**config.mk**
```make
export PLATFORM = sky130hd
export DESIGN_NAME = apb2axi_completion_queue_flat
export DESIGN_NICKNAME = d
export VERILOG_FILES = /design/src/rtl/apb2axi_pkg.sv /design/src/rtl/apb2axi_completion_queue_if.sv /design/src/rtl/apb2axi_cq_fifo.sv /design/src/rtl/apb2axi_completion_queue.sv /design/src/flat_wrapper.sv
export SDC_FILE = /design/constraint.sdc
export NUM_CORES = 1
export LEC_CHECK = 0
export ABC_AREA = 1
export CAP_MARGIN = 40
export CORE_MARGIN = 3
export CORE_UTILIZATION = 50
export CTS_CLUSTER_SIZE = 40
export DETAILED_ROUTE_END_ITERATION = 7
export GPL_ROUTABILITY_DRIVEN = 0
export PLACE_DENSITY = 0.69
export SYNTH_ARGS = -nofsm -noshare
export SYNTH_HDL_FRONTEND = slang
export SYNTH_SLANG_ARGS = --single-unit
```
**constraint.sdc**
```tcl
create_clock -name pclk -period 3.06 [get_ports pclk]
set_input_delay 0.306 -clock pclk [delete_from_list [all_inputs] [get_ports pclk]]
set_output_delay 0.306 -clock pclk [all_outputs]
set_load 0.05 [all_outputs]
```
**src/rtl/apb2axi_pkg.sv**
```systemverilog
// apb2axi_pkg: shared types and defaults for the APB-to-AXI completion queue
package apb2axi_pkg;
  localparam int TAG_NUM = 8;
  localparam int TAG_W = $clog2(TAG_NUM);
  localparam int CQ_DEPTH = 4;
  localparam int BEAT_W = 9;
  typedef enum logic [1:0] {
    RESP_OKAY   = 2'd0,
    RESP_EXOKAY = 2'd1,
    RESP_SLVERR = 2'd2,
    RESP_DECERR = 2'd3
  } axi_resp_e;
  typedef struct packed {
    logic [TAG_W-1:0]  tag;
    logic [1:0]        resp;
    logic [BEAT_W-1:0] num_beats;
    logic              error;
    logic [BEAT_W-1:0] err_beat_idx;
  } completion_entry_t;
endpackage

```
**src/rtl/apb2axi_completion_queue_if.sv**
```systemverilog
// apb2axi_completion_queue_if: response-beat input and directory completion output bundle
interface apb2axi_completion_queue_if;
  import apb2axi_pkg::*;
  logic              rsp_cq_vld;
  logic [TAG_W-1:0]  rsp_cq_tag;
  logic [1:0]        rsp_cq_resp;
  logic              rsp_cq_last;
  logic              rsp_cq_rdy;
  logic              cq_dir_cpl_vld;
  completion_entry_t cq_dir_cpl_entry;
  logic              cq_dir_cpl_rdy;
  logic [15:0]       cq_cpl_count;
  logic [15:0]       cq_err_count;
  modport slave (
    input  rsp_cq_vld, rsp_cq_tag, rsp_cq_resp, rsp_cq_last, cq_dir_cpl_rdy,
    output rsp_cq_rdy, cq_dir_cpl_vld, cq_dir_cpl_entry, cq_cpl_count, cq_err_count
  );
  modport master (
    output rsp_cq_vld, rsp_cq_tag, rsp_cq_resp, rsp_cq_last, cq_dir_cpl_rdy,
    input  rsp_cq_rdy, cq_dir_cpl_vld, cq_dir_cpl_entry, cq_cpl_count, cq_err_count
  );
endinterface

```
**src/rtl/apb2axi_cq_fifo.sv**
```systemverilog
// apb2axi_cq_fifo: synchronous show-ahead FIFO; head reads as zero while empty
module apb2axi_cq_fifo #(
  parameter type T = logic [7:0],
  parameter int DEPTH = 4
) (
  input  logic pclk,
  input  logic preset,
  input  logic push,
  input  T     din,
  output logic full,
  input  logic pop,
  output logic empty,
  output T     dout
);
  localparam int AW = $clog2(DEPTH);
  T mem [DEPTH];
  logic [AW-1:0] wr, rd;
  logic [AW:0] cnt;
  logic do_push, do_pop;
  assign full = cnt == (AW+1)'(DEPTH);
  assign empty = cnt == '0;
  assign do_push = push && !full;
  assign do_pop = pop && !empty;
  assign dout = empty ? '0 : mem[rd];
  always_ff @(posedge pclk)
    if (do_push) mem[wr] <= din;
  always_ff @(posedge pclk) begin
    if (preset) begin
      wr <= '0;
      rd <= '0;
      cnt <= '0;
    end else begin
      if (do_push) wr <= wr + 1'b1;
      if (do_pop) rd <= rd + 1'b1;
      cnt <= cnt + (AW+1)'(do_push) - (AW+1)'(do_pop);
    end
  end
endmodule

```
**src/rtl/apb2axi_completion_queue.sv**
```systemverilog
// apb2axi_completion_queue: merges per-tag AXI response beats into completions for the directory
// Optional stats counters enabled by APB2AXI_CQ_STATS_EN.
module apb2axi_completion_queue #(
  parameter int CQ_DEPTH = apb2axi_pkg::CQ_DEPTH
) (
  input logic pclk,
  input logic preset,
  apb2axi_completion_queue_if.slave bus
);
  import apb2axi_pkg::*;
  logic [BEAT_W-1:0] beats [TAG_NUM];
  logic [1:0] worst [TAG_NUM];
  logic err_seen [TAG_NUM];
  logic [BEAT_W-1:0] err_idx [TAG_NUM];
  logic full, empty, acc;
  logic [BEAT_W-1:0] cur, nxt_beats, new_idx;
  logic [1:0] new_worst;
  logic new_err;
  completion_entry_t ent;
  assign bus.rsp_cq_rdy = !full;
  assign bus.cq_dir_cpl_vld = !empty;
  assign acc = bus.rsp_cq_vld && !full;
  always_comb begin
    cur = beats[bus.rsp_cq_tag];
    nxt_beats = &cur ? cur : cur + 1'b1;
    new_worst = bus.rsp_cq_resp > worst[bus.rsp_cq_tag] ? bus.rsp_cq_resp : worst[bus.rsp_cq_tag];
    new_err = err_seen[bus.rsp_cq_tag] | bus.rsp_cq_resp[1];
    new_idx = err_seen[bus.rsp_cq_tag] ? err_idx[bus.rsp_cq_tag] : bus.rsp_cq_resp[1] ? cur : '0;
    ent = '{tag: bus.rsp_cq_tag, resp: new_worst, num_beats: nxt_beats, error: new_err, err_beat_idx: new_idx};
  end
  // the last beat both emits the merged entry and frees the tag for reuse
  always_ff @(posedge pclk) begin
    if (preset) begin
      beats <= '{default: '0};
      worst <= '{default: '0};
      err_seen <= '{default: 1'b0};
      err_idx <= '{default: '0};
    end else if (acc) begin
      beats[bus.rsp_cq_tag] <= bus.rsp_cq_last ? '0 : nxt_beats;
      worst[bus.rsp_cq_tag] <= bus.rsp_cq_last ? '0 : new_worst;
      err_seen[bus.rsp_cq_tag] <= !bus.rsp_cq_last && new_err;
      err_idx[bus.rsp_cq_tag] <= bus.rsp_cq_last ? '0 : new_idx;
    end
  end
  assert property (@(posedge pclk) disable iff (preset) acc |-> !(&cur));
  apb2axi_cq_fifo #(.T(completion_entry_t), .DEPTH(CQ_DEPTH)) u_fifo (
    .pclk   (pclk),
    .preset (preset),
    .push   (acc && bus.rsp_cq_last),
    .din    (ent),
    .full   (full),
    .pop    (bus.cq_dir_cpl_rdy),
    .empty  (empty),
    .dout   (bus.cq_dir_cpl_entry)
  );
`ifdef APB2AXI_CQ_STATS_EN
  logic [15:0] cpl_cnt, err_cnt;
  always_ff @(posedge pclk) begin
    if (preset) begin
      cpl_cnt <= '0;
      err_cnt <= '0;
    end else if (!empty && bus.cq_dir_cpl_rdy) begin
      cpl_cnt <= &cpl_cnt ? cpl_cnt : cpl_cnt + 1'b1;
      err_cnt <= (bus.cq_dir_cpl_entry.error && !(&err_cnt)) ? err_cnt + 1'b1 : err_cnt;
    end
  end
  assign bus.cq_cpl_count = cpl_cnt;
  assign bus.cq_err_count = err_cnt;
`else
  assign bus.cq_cpl_count = '0;
  assign bus.cq_err_count = '0;
`endif
endmodule

```
**src/flat_wrapper.sv**
```systemverilog
// flat-port wrapper written by rule: the top's interface ports become plain ports
module apb2axi_completion_queue_flat import apb2axi_pkg::*;
#(
  parameter int CQ_DEPTH = apb2axi_pkg::CQ_DEPTH
)
  (pclk, preset, bus_rsp_cq_vld, bus_rsp_cq_tag, bus_rsp_cq_resp, bus_rsp_cq_last, bus_cq_dir_cpl_rdy, bus_rsp_cq_rdy, bus_cq_dir_cpl_vld, bus_cq_dir_cpl_entry, bus_cq_cpl_count, bus_cq_err_count);
  apb2axi_completion_queue_if bus_i ();
  input logic pclk;
  input logic preset;
  input wire logic [$bits(bus_i.rsp_cq_vld)-1:0] bus_rsp_cq_vld;
  input wire logic [$bits(bus_i.rsp_cq_tag)-1:0] bus_rsp_cq_tag;
  input wire logic [$bits(bus_i.rsp_cq_resp)-1:0] bus_rsp_cq_resp;
  input wire logic [$bits(bus_i.rsp_cq_last)-1:0] bus_rsp_cq_last;
  input wire logic [$bits(bus_i.cq_dir_cpl_rdy)-1:0] bus_cq_dir_cpl_rdy;
  output wire logic [$bits(bus_i.rsp_cq_rdy)-1:0] bus_rsp_cq_rdy;
  output wire logic [$bits(bus_i.cq_dir_cpl_vld)-1:0] bus_cq_dir_cpl_vld;
  output wire logic [$bits(bus_i.cq_dir_cpl_entry)-1:0] bus_cq_dir_cpl_entry;
  output wire logic [$bits(bus_i.cq_cpl_count)-1:0] bus_cq_cpl_count;
  output wire logic [$bits(bus_i.cq_err_count)-1:0] bus_cq_err_count;
  assign bus_i.rsp_cq_vld = bus_rsp_cq_vld;
  assign bus_i.rsp_cq_tag = bus_rsp_cq_tag;
  assign bus_i.rsp_cq_resp = bus_rsp_cq_resp;
  assign bus_i.rsp_cq_last = bus_rsp_cq_last;
  assign bus_i.cq_dir_cpl_rdy = bus_cq_dir_cpl_rdy;
  assign bus_rsp_cq_rdy = bus_i.rsp_cq_rdy;
  assign bus_cq_dir_cpl_vld = bus_i.cq_dir_cpl_vld;
  assign bus_cq_dir_cpl_entry = bus_i.cq_dir_cpl_entry;
  assign bus_cq_cpl_count = bus_i.cq_cpl_count;
  assign bus_cq_err_count = bus_i.cq_err_count;
  apb2axi_completion_queue #(.CQ_DEPTH(CQ_DEPTH)) u_core (.pclk(pclk), .preset(preset), .bus(bus_i));
endmodule
```
==> metrics <==
IO Count 68; Sink Count 273; Routed WL per cell 16.9 um; post-synth top area cell dfxtp_1; Placeable Area 23100 um^2; RR Endpoint u_core.worst[0]; Post-CTS Setup Bufs 0; M1 WL 13600 um; die height 161 um; fin crit period 2.69 ns; worst reg-to-reg path cell count 10; Diodes inserted 0; synth cell count leaders nand2_1 (306), o21ai_0 (222), a21oi_1 (198); max-slew violations 0; first-pass GRT wire length 48500 um; post-CTS resize count 0; initial DRC count 840; largest net degree at the start of global routing 63; via-per-instance ratio 5.41; DR WL met3 1570 um; EDFF count, synth 96; Top Metal Used met4; crit path DAT 2.38 ns; total grt overflow 0; Rel. slew slack 0.468; placed insts 1741; DP HPWL 19400 um; area share of the leading cell type in the synthesized netlist 0.296; Die Span X 161 um; most common cell in the synthesized netlist nand2_1; fin util 0.583; Final period util 0.878; Power Dens Cells 743 nW/um^2; row cnt 55; worst min-delay path class in2reg; CTS Buf Count 26; Residual DRC 0; clk_lat worst skew 0.53 ns; Port Buf Inserts 35; fin worst setup slack 0.372 ns; share of layout cells above drive strength 1 0.117; setup violators final 0; WL met2 14500 um; Post-Syn Area 12000 um^2; Reg clk slew, reported paths 0.06 ns; family with the most delay on the worst path flip-flops; hold buffer count at CTS 0; max incr delay on CP 0.84 ns; final WL 30200 um; max cap viols 0; area delta synth->final 12.2%; dpl ws 0.0764 ns; number of routed nets with antenna violations 0; fin area 13400 um^2; crit path kind reg2out; critical path launch point type flip-flop; fmax 372 MHz; dpl cell area 12600 um^2; final hold violation count 0; worst-margin pin slew 0.797 ns; Cells after Synth 1435; initial core utilization 0.519; critical path fanouts, max 48; number of global-route vias before repair 9145; clk buf depth 3; Synth Register Bits 273; final non-filler cell total 1788; RSZ-0062 raised after global routing false; Cell Chain, Critical Path inv_1, buf_4, o21ai_0, a21oi_1, buf_4; slowest stage cell, crit path dfxtp_1; WHS Path Cells 2; Fin Setup TNS 0 ns; r2r setup slk 0.91 ns; status completed; worst r2r src u_core.worst[3]; die area 25800 um^2; initial antenna violation count 0; Total GRT Usage 0.228; CTS H-tree lvls 1; CTS tree done; worst ir drop on vdd 0.000506 V; Synth Flop Type dfxtp_1; clock root cell clkbuf_16; yosys warns 0; Leak 5.43 nW; most numerous cell on the critical path buf_4; Nets 1477; sequential fraction of the synthesis area 0.537; Detailed Routing Iterations Pass 1 5; hold_sp bus_rsp_cq_tag[0]; WP buf/inv 3; Mapped Avg Cell Area 8.34 um^2; Netlist cell types 42; vias 9667; asr flop ratio synth 0; crit end category output pin; Overall Power 9.98 mW; Clock Skew 0.0102 ns; worst path required time 2.75 ns; Worst Hold Path EP u_core.u_fifo.mem[1][21]; Synth area leaders dfxtp_1 (30%), edfxtp_1 (24%), nand2_1 (9.6%); Hold Slack 0.411 ns
## cell usage in the layout (no fill, tap or decap), types with 4 or more instances in the layout
cell type / count
nand2_1: 306
clkdlybuf4s50_1: 10
clkinv_2: 6
dfxtp_1: 177
conb_1: 32
clkbuf_16: 27
nor2_2: 11
buf_4: 70
nand4_1: 14
a21oi_2: 8
nand2_2: 13
clkinv_1: 4
inv_2: 6
edfxtp_1: 96
inv_1: 65
clkbuf_8: 4
o21ai_1: 4
nand3_2: 7
o21ai_0: 222
a22oi_1: 9
a21oi_1: 198
nor2_1: 114
nand3_1: 17
o22ai_1: 9
ha_1: 10
## cell families after synthesis
family | after synthesis | synth area share
other | 1 | 0.000313
adder cells (fa/ha/maj) | 11 | 0.0121
XOR/XNOR | 1 | 0.000732
flip-flops | 273 | 0.537
buffers and inverters | 196 | 0.0776
AO/OA/AOI/OAI | 457 | 0.199
AND/OR/NAND/NOR | 496 | 0.174
## sequential cells by signal (all words and copies together), names as in the netlist, named ones only
register	count
u_core.err_seen	8
u_core.err_idx	72
u_core.worst	16
u_core.u_fifo.wr	2
u_core.u_fifo.cnt	3
u_core.beats	72
u_core.u_fifo.rd	2
u_core.u_fifo.mem	96
## where the power goes
part | internal, mW | switching, mW
sequential | 3.99 | 0.127
clock | 1.87 | 1.32
combinational | 0.728 | 1.95
total | 6.58 | 3.40
## routing by layer
metal,track usage,vias up
met3,0.0299,43
met5,0,-
met4,0.0567,0
met1,0.309,4554
li1,-,4814
met2,0.388,256
## worst register-to-register path, delay by kind of cell, from the launching register on
kind,cells,cell delay [ns]
AOI/OAI and AO/OA,5,1.07
adders and majority gates,1,0.24
buffers and inverters,2,0.14
and+or+nand+nor,2,0.22
DFF,1,0.31
## how the worst max path moves through the flow
stage          cells past startpoint                  from                        to  slack (ns)
2_1_floorplan                      6  u_core.u_fifo.cnt[1]   u_core.u_fifo.mem[0][0]        0.33
3_3_place_gp                      14     bus_rsp_cq_tag[1]          u_core.worst[12]         0.1
3_5_place_dp                      15     bus_rsp_cq_tag[1]           u_core.worst[0]        0.08
4_1_cts                            5             flip-flop  bus_cq_dir_cpl_entry[13]        0.34
5_1_grt                            5             flip-flop  bus_cq_dir_cpl_entry[13]        0.21
6_report                           5             flip-flop  bus_cq_dir_cpl_entry[13]        0.37
## cell type report
class / instances / area [um^2]
fill: 1996 / 9620
sequential: 273 / 6430
multi-input combinational: 997 / 4760
clock buffer: 34 / 742
timing repair buffer: 85 / 718
tap: 313 / 392
inverter: 73 / 280
clock inverter: 13 / 113
Power figures use the tool's default switching activity.
==> RTL change 1 (same settings) <==
Change the package constant `BEAT_W` from 9 to 18.
--- a/src/rtl/apb2axi_pkg.sv
+++ b/src/rtl/apb2axi_pkg.sv
@@ -4,5 +4,5 @@
   localparam int TAG_W = $clog2(TAG_NUM);
   localparam int CQ_DEPTH = 4;
-  localparam int BEAT_W = 9;
+  localparam int BEAT_W = 18;
   typedef enum logic [1:0] {
     RESP_OKAY   = 2'd0,
Ports: changed (resized bus_cq_dir_cpl_entry); port bits go from 68 to 86. No check against the original RTL was run, so the function may have changed too.
==> RTL change 1 against the unedited design <==
Sequential cell count is 216 higher; critical endpoint is now bus_cq_dir_cpl_entry[37]; non-clock buffer count is 112 higher; area after synthesis is 74% higher; wire length is 86% higher; via count is 83% higher; setup slack worse by 0.071 ns; design area is 83% higher; power is 88% higher; sequential power is 77% higher; core utilization is 1.7 points higher.
==> RTL change 1: results (changes against the unedited design) <==
Status
  – Status: finished clean

Global routing
  – First-pass GRT wire length: 89,700 um (+85%)
  – Tot GR Track Use: 25.1% (+2.3 points)
  – Largest net degree at the start of global routing: 85 (+35%)
  – Vias in the first global route: 16,700 (+82%)

Layout
  – Layout Nets: 2,558 (+73%)
  – Share of layout cells above drive strength 1: 13.5% (+1.8 points)
  – Largest regs: u_core.u_fifo.mem (168), u_core.beats (144), u_core.err_idx (144)
  – Ant diodes: 0 (unchanged)

Detailed routing
  – WL met2: 26,200 um (+80%)
  – DR iter-0 viols: 1,877 (+120%)
  – DR top layer: met4
  – Met3 wire len: 4820 um (+210%)
  – Routed len/inst: 18.1 um (+7.2%)
  – Drt first pass iters: 5 (unchanged)
  – Wl on met1: 23,500 um (+73%)
  – Vias after detailed routing: 17,700 (+83%)

Synthesis
  – Ranking of synthesized cells by area: dfxtp_1 (31%), edfxtp_1 (24%), o21ai_0 (9.9%), a21oi_1 (8.7%), nand2_1 (8.2%)
  – Seq/Total Area, Yosys: 55.0% (+1.3 points)
  – Synth cell types: 45 (+7.1%)
  – EDFF count, synth: 168 (+75%)
  – Ys flop type: dfxtp_1
  – Most frequent cells after synthesis: nand2_1 (455), o21ai_0 (412), a21oi_1 (361)

Clock network
  – Root Buffer: clkbuf_16
  – TritonCTS Buffers: 48 (+85%)
  – Worst-Skew Late Latency: 0.57 ns (+0.04 ns)
  – Post-CTS Setup Repair Bufs: 0 (unchanged)
  – CTS H-Tree Depth: 2 (+1)

Min path
  – HP Start: bus_rsp_cq_tag[0]
  – Worst hold path class: input port to register

STA
  – Final Skew: 0.0234 ns (+0.0132 ns)
  – Slew margin rel.: 53.6% (+6.9 points)

Place
  – IO buf count: 53 (+51%)
  – Post-place setup slack: -0.0765 ns (-0.153 ns)
  – HPWL Detailed: 34,600 um (+79%)

Pwr
  – P_leak: 9.81 nW (+81%)
  – Maximum vdd ir drop: 0.711 mV (+40%)
  – Pint: 12.6 mW (+92%)

Critical path
  – Startpoint types: register
  – Worst-path fanout max: 29 (-40%)
  – Reg2Reg Depth: 13 (+3)
  – Reg2Reg Launch Point: u_core.beats[98]$_SDFFE_PP0P_
  – Worst Path Arrival: 2.45 ns (+0.07 ns)
-- RTL change 1: cell types whose count changed after synthesis, moves of 8 or more --
cell and change:
o21ai_0 +190, a21oi_1 +163, nand2_1 +149, dfxtp_1 +144
nor2_1 +99, edfxtp_1 +72, clkbuf_1 +63, inv_1 +42
nand3_1 +29, nand2_2 +14, a221oi_1 +13, nand4_1 +13
buf_2 +8
-- RTL change 1: layout make-up --
type	count	area, um2
flip-flops and latches	489	11500
inverters	116	445
clock buffers	67	1380
clock inverters	20	188
fillers	3432	16400
multi-input cells	1685	8140
well taps	532	666
repair buffers	197	2320
-- RTL change 1: worst paths after layout --
kind | endpoint | slack, ns
setup / recovery | bus_cq_dir_cpl_entry[37] | 0.30
hold / removal | u_core.u_fifo.mem[0][39]$_DFFE_PP_ | 0.35
setup reg to reg | u_core.beats[35]$_SDFFE_PP0P_ | 0.80
hold reg to reg | register | 0.49
-- RTL change 1: kinds of logic after synthesis --
kind of cell             count (synthesis)  synth area share (%)
other                                    1                0.0180
AO/OA/AOI/OAI                          832                  21.0
flip-flops                             489                  55.0
XOR/XNOR                                 2                0.0840
AND/OR/NAND/NOR                        808                  16.2
buffers and inverters                  320                  6.93
adder cells (fa/ha/maj)                 11                 0.696
-- RTL change 1: metal layers --
layer / track usage, % / vias up
met5: 0 / -
li1: - / 8478
met3: 4.36 / 124
met1: 34.2 / 8294
met4: 8.93 / 0
met2: 40.8 / 771
-- RTL change 1: worst max-delay path, cell delays in order (launching register included) --
cell,delay (ns)
dfxtp_1,0.34
buf_4,0.34
clkinv_1,0.14
buf_4,0.27
nor2_1,0.15
o21ai_0,0.10
a21oi_1,0.33
buf_12,0.19
-- RTL change 1: power groups by stage --
| stage | sequential [mW] | combinational, mW | clock (mW) |
|---|---|---|---|
| 6_report | 7.31 | 5.63 | 5.83 |
| 5_1_grt | 7.34 | 5.97 | 6.16 |
| 2_1_floorplan | 7.37 | 3.10 | 0 |
| 3_3_place_gp | 7.46 | 5.51 | 0 |
| 3_5_place_dp | 7.44 | 5.63 | 0 |
| 4_1_cts | 7.30 | 5.66 | 5.90 |
-- RTL change 1: through the flow --
stage | utilization (%) | area, um2 | cells
final | 60.0 | 24600 | 3106
after global routing | 60.0 | 24600 | 3106
after CTS | 60.0 | 24600 | 3106
after detailed placement | 56.2 | 23000 | 3019
after global placement | 56.1 | 23000 | 3018
after floorplan | - | 21000 | 2494
==> RTL change 2 (config.mk and constraints unchanged) <==
Made on the original files. Add a define of `APB2AXI_CQ_STATS_EN`.
--- a/src/rtl/apb2axi_completion_queue.sv
+++ b/src/rtl/apb2axi_completion_queue.sv
@@ -1,4 +1,6 @@
 // apb2axi_completion_queue: merges per-tag AXI response beats into completions for the directory
 // Optional stats counters enabled by APB2AXI_CQ_STATS_EN.
+`define APB2AXI_CQ_STATS_EN
+
 module apb2axi_completion_queue #(
   parameter int CQ_DEPTH = apb2axi_pkg::CQ_DEPTH
Formal check against the unedited RTL: not equivalent (a bounded check fails within 4 cycles, from zero or initial values and one cycle with preset high).
==> RTL change 2 against the unedited design <==
Critical path depth down 1; area after synthesis grew 11%; sequential share of layout area down 2.3 points; setup slack improved by 0.11 ns; core utilization up 2.4 points; synthesized cell count up 13%; non-clock buffer count up 40; sequential cell count is 32 higher; design area grew 16%; power rose by 16%; final cell count up 14%; wire length increased by 16%; highest routed layer unchanged.
==> RTL change 2: results (changes against the unedited design) <==
Layout
  – Non-clock buffers, area share: 7.02% (+1.7 points)
  – Final clock-cell share: 7.51% (+1.1 points)
  – Share of layout cells above drive strength 1: 10.9% (-0.79 points)
  – Sequential share of cell area: 45.5% (-2.3 points)
  – Clock buffer count: 35 (+2.9%)
  – Multi-input combinational area share: 34.6% (-0.82 points)
  – Layout Nets: 1,709 (+16%)
  – Nonclk buf count: 125 (+47%)
  – Non-filler cells, final: 2,041 (+14%)
  – Non-clock inverters: 110 (+51%)
  – Layout fillers: 2,221 (+11%)
  – Largest regs: u_core.u_fifo.mem (96), u_core.beats (72), u_core.err_idx (72)
  – Count of multi-input combinational gates: 1,113 (+12%)

Detailed routing
  – Vias after detailed routing: 11,300 (+17%)
  – Final wirelength: 35,000 um (+16%)
  – DR iter-0 viols: 1,157 (+38%)

Synthesis
  – Ranking of synthesized cells by area: dfxtp_1 (32%), edfxtp_1 (22%), o21ai_0 (9.4%), nand2_1 (9.0%), a21oi_1 (8.6%)
  – Synth cell types: 44 (+4.8%)
  – Synth Area in Adders: 1.28% (+0.071 points)
  – Leading area contributor after synthesis: dfxtp_1
  – Post-synthesis xor/xnor area fraction: 0.727% (+0.65 points)
  – Post-synthesis compound-gate area fraction: 19.7% (-0.21 points)
  – Syn Inst Count: 1,626 (+13%)
  – Most frequent cells after synthesis: nand2_1 (317), o21ai_0 (250), a21oi_1 (229)
  – Seq/Total Area, Yosys: 53.3% (-0.37 points)

Critical path
  – CP endpoint: bus_cq_dir_cpl_vld
  – Worst-path fanout max: 26 (-46%)
  – Reg-to-reg endpoint: u_core.bus.cq_err_count[0]$_SDFFE_PP0P_
  – Reg2Reg Depth: 11 (+1)
  – Worst Path Arrival: 2.27 ns (-0.11 ns)
  – R2R setup slack: 0.65 ns (-0.26 ns)
  – Reg2Reg Launch Point: u_core.bus.cq_err_count[0]$_SDFFE_PP0P_

Clock network
  – Clock sinks: 305 (+12%)
  – Post_cts resized: 0 (unchanged)
  – Clock Pin Slew Worst Setup and Hold Paths: 0.07 ns
  – Worst-Skew Late Latency: 0.57 ns (+0.04 ns)
  – CTS H-Tree Depth: 1 (unchanged)
  – TritonCTS Buffers: 31 (+19%)

Pwr
  – P_leak: 6.06 nW (+12%)
  – Maximum vdd ir drop: 0.805 mV (+59%)

Global routing
  – Initial antenna violation count: 0 (unchanged)
  – Vias in the first global route: 10,400 (+14%)
  – First-pass GRT wire length: 56,100 um (+16%)
  – Tot GR Track Use: 24.1% (+1.3 points)
  – Largest net degree at the start of global routing: 106 (+68%)

Place
  – Placed cell area: 0.0144 mm2 (+14%)
  – HPWL Detailed: 21,900 um (+13%)
  – Post-place setup slack: -0.0156 ns (-0.0920 ns)
  – IO buf count: 67 (+91%)

Floorplan
  – Core area: 0.0256 mm2 (+11%)

STA
  – Peak Freq: 388 MHz (+4.2%)
  – Slew margin rel.: 58.1% (+11 points)
  – Hold Slack: 0.137 ns (-0.274 ns)
  – Final Skew: 0.0120 ns (+0.00184 ns)

Min path
  – Hold path depth: 1 (-1)
  – Worst hold path class: input port to register

Status
  – Status: finished clean
==> RTL change 2: power breakdown <==
part	internal (mW)	switching [mW]	total, mW	leakage (nW)
combinational	0.756	2.03	2.79	2.91
clock	2.65	1.60	4.25	0.573
sequential	4.42	0.129	4.55	2.58
==> RTL change 2: layer usage <==
layer	global-route usage (%)	vias to the layer above	routed length [um]
li1	-	5604	-
met5	0	-	0
met3	2.73	49	2280
met2	39.8	395	16300
met1	34.4	5298	15800
met4	5.27	0	618
==> RTL change 2: critical path: stages (launching register included) <==
cell             delay, ns
dfxtp_1               0.36
nor3_4                0.22
buf_4                 0.35
inv_1                 0.07
clkdlybuf4s50_1       0.70
==> RTL change 2: metrics by stage <==
step	TNS, ns	utilization (%)
after floorplan	0	-
after global placement	0	56.1
after detailed placement	-0.0315	56.1
after CTS	0	60.6
after global routing	0	60.6
final	0	60.6
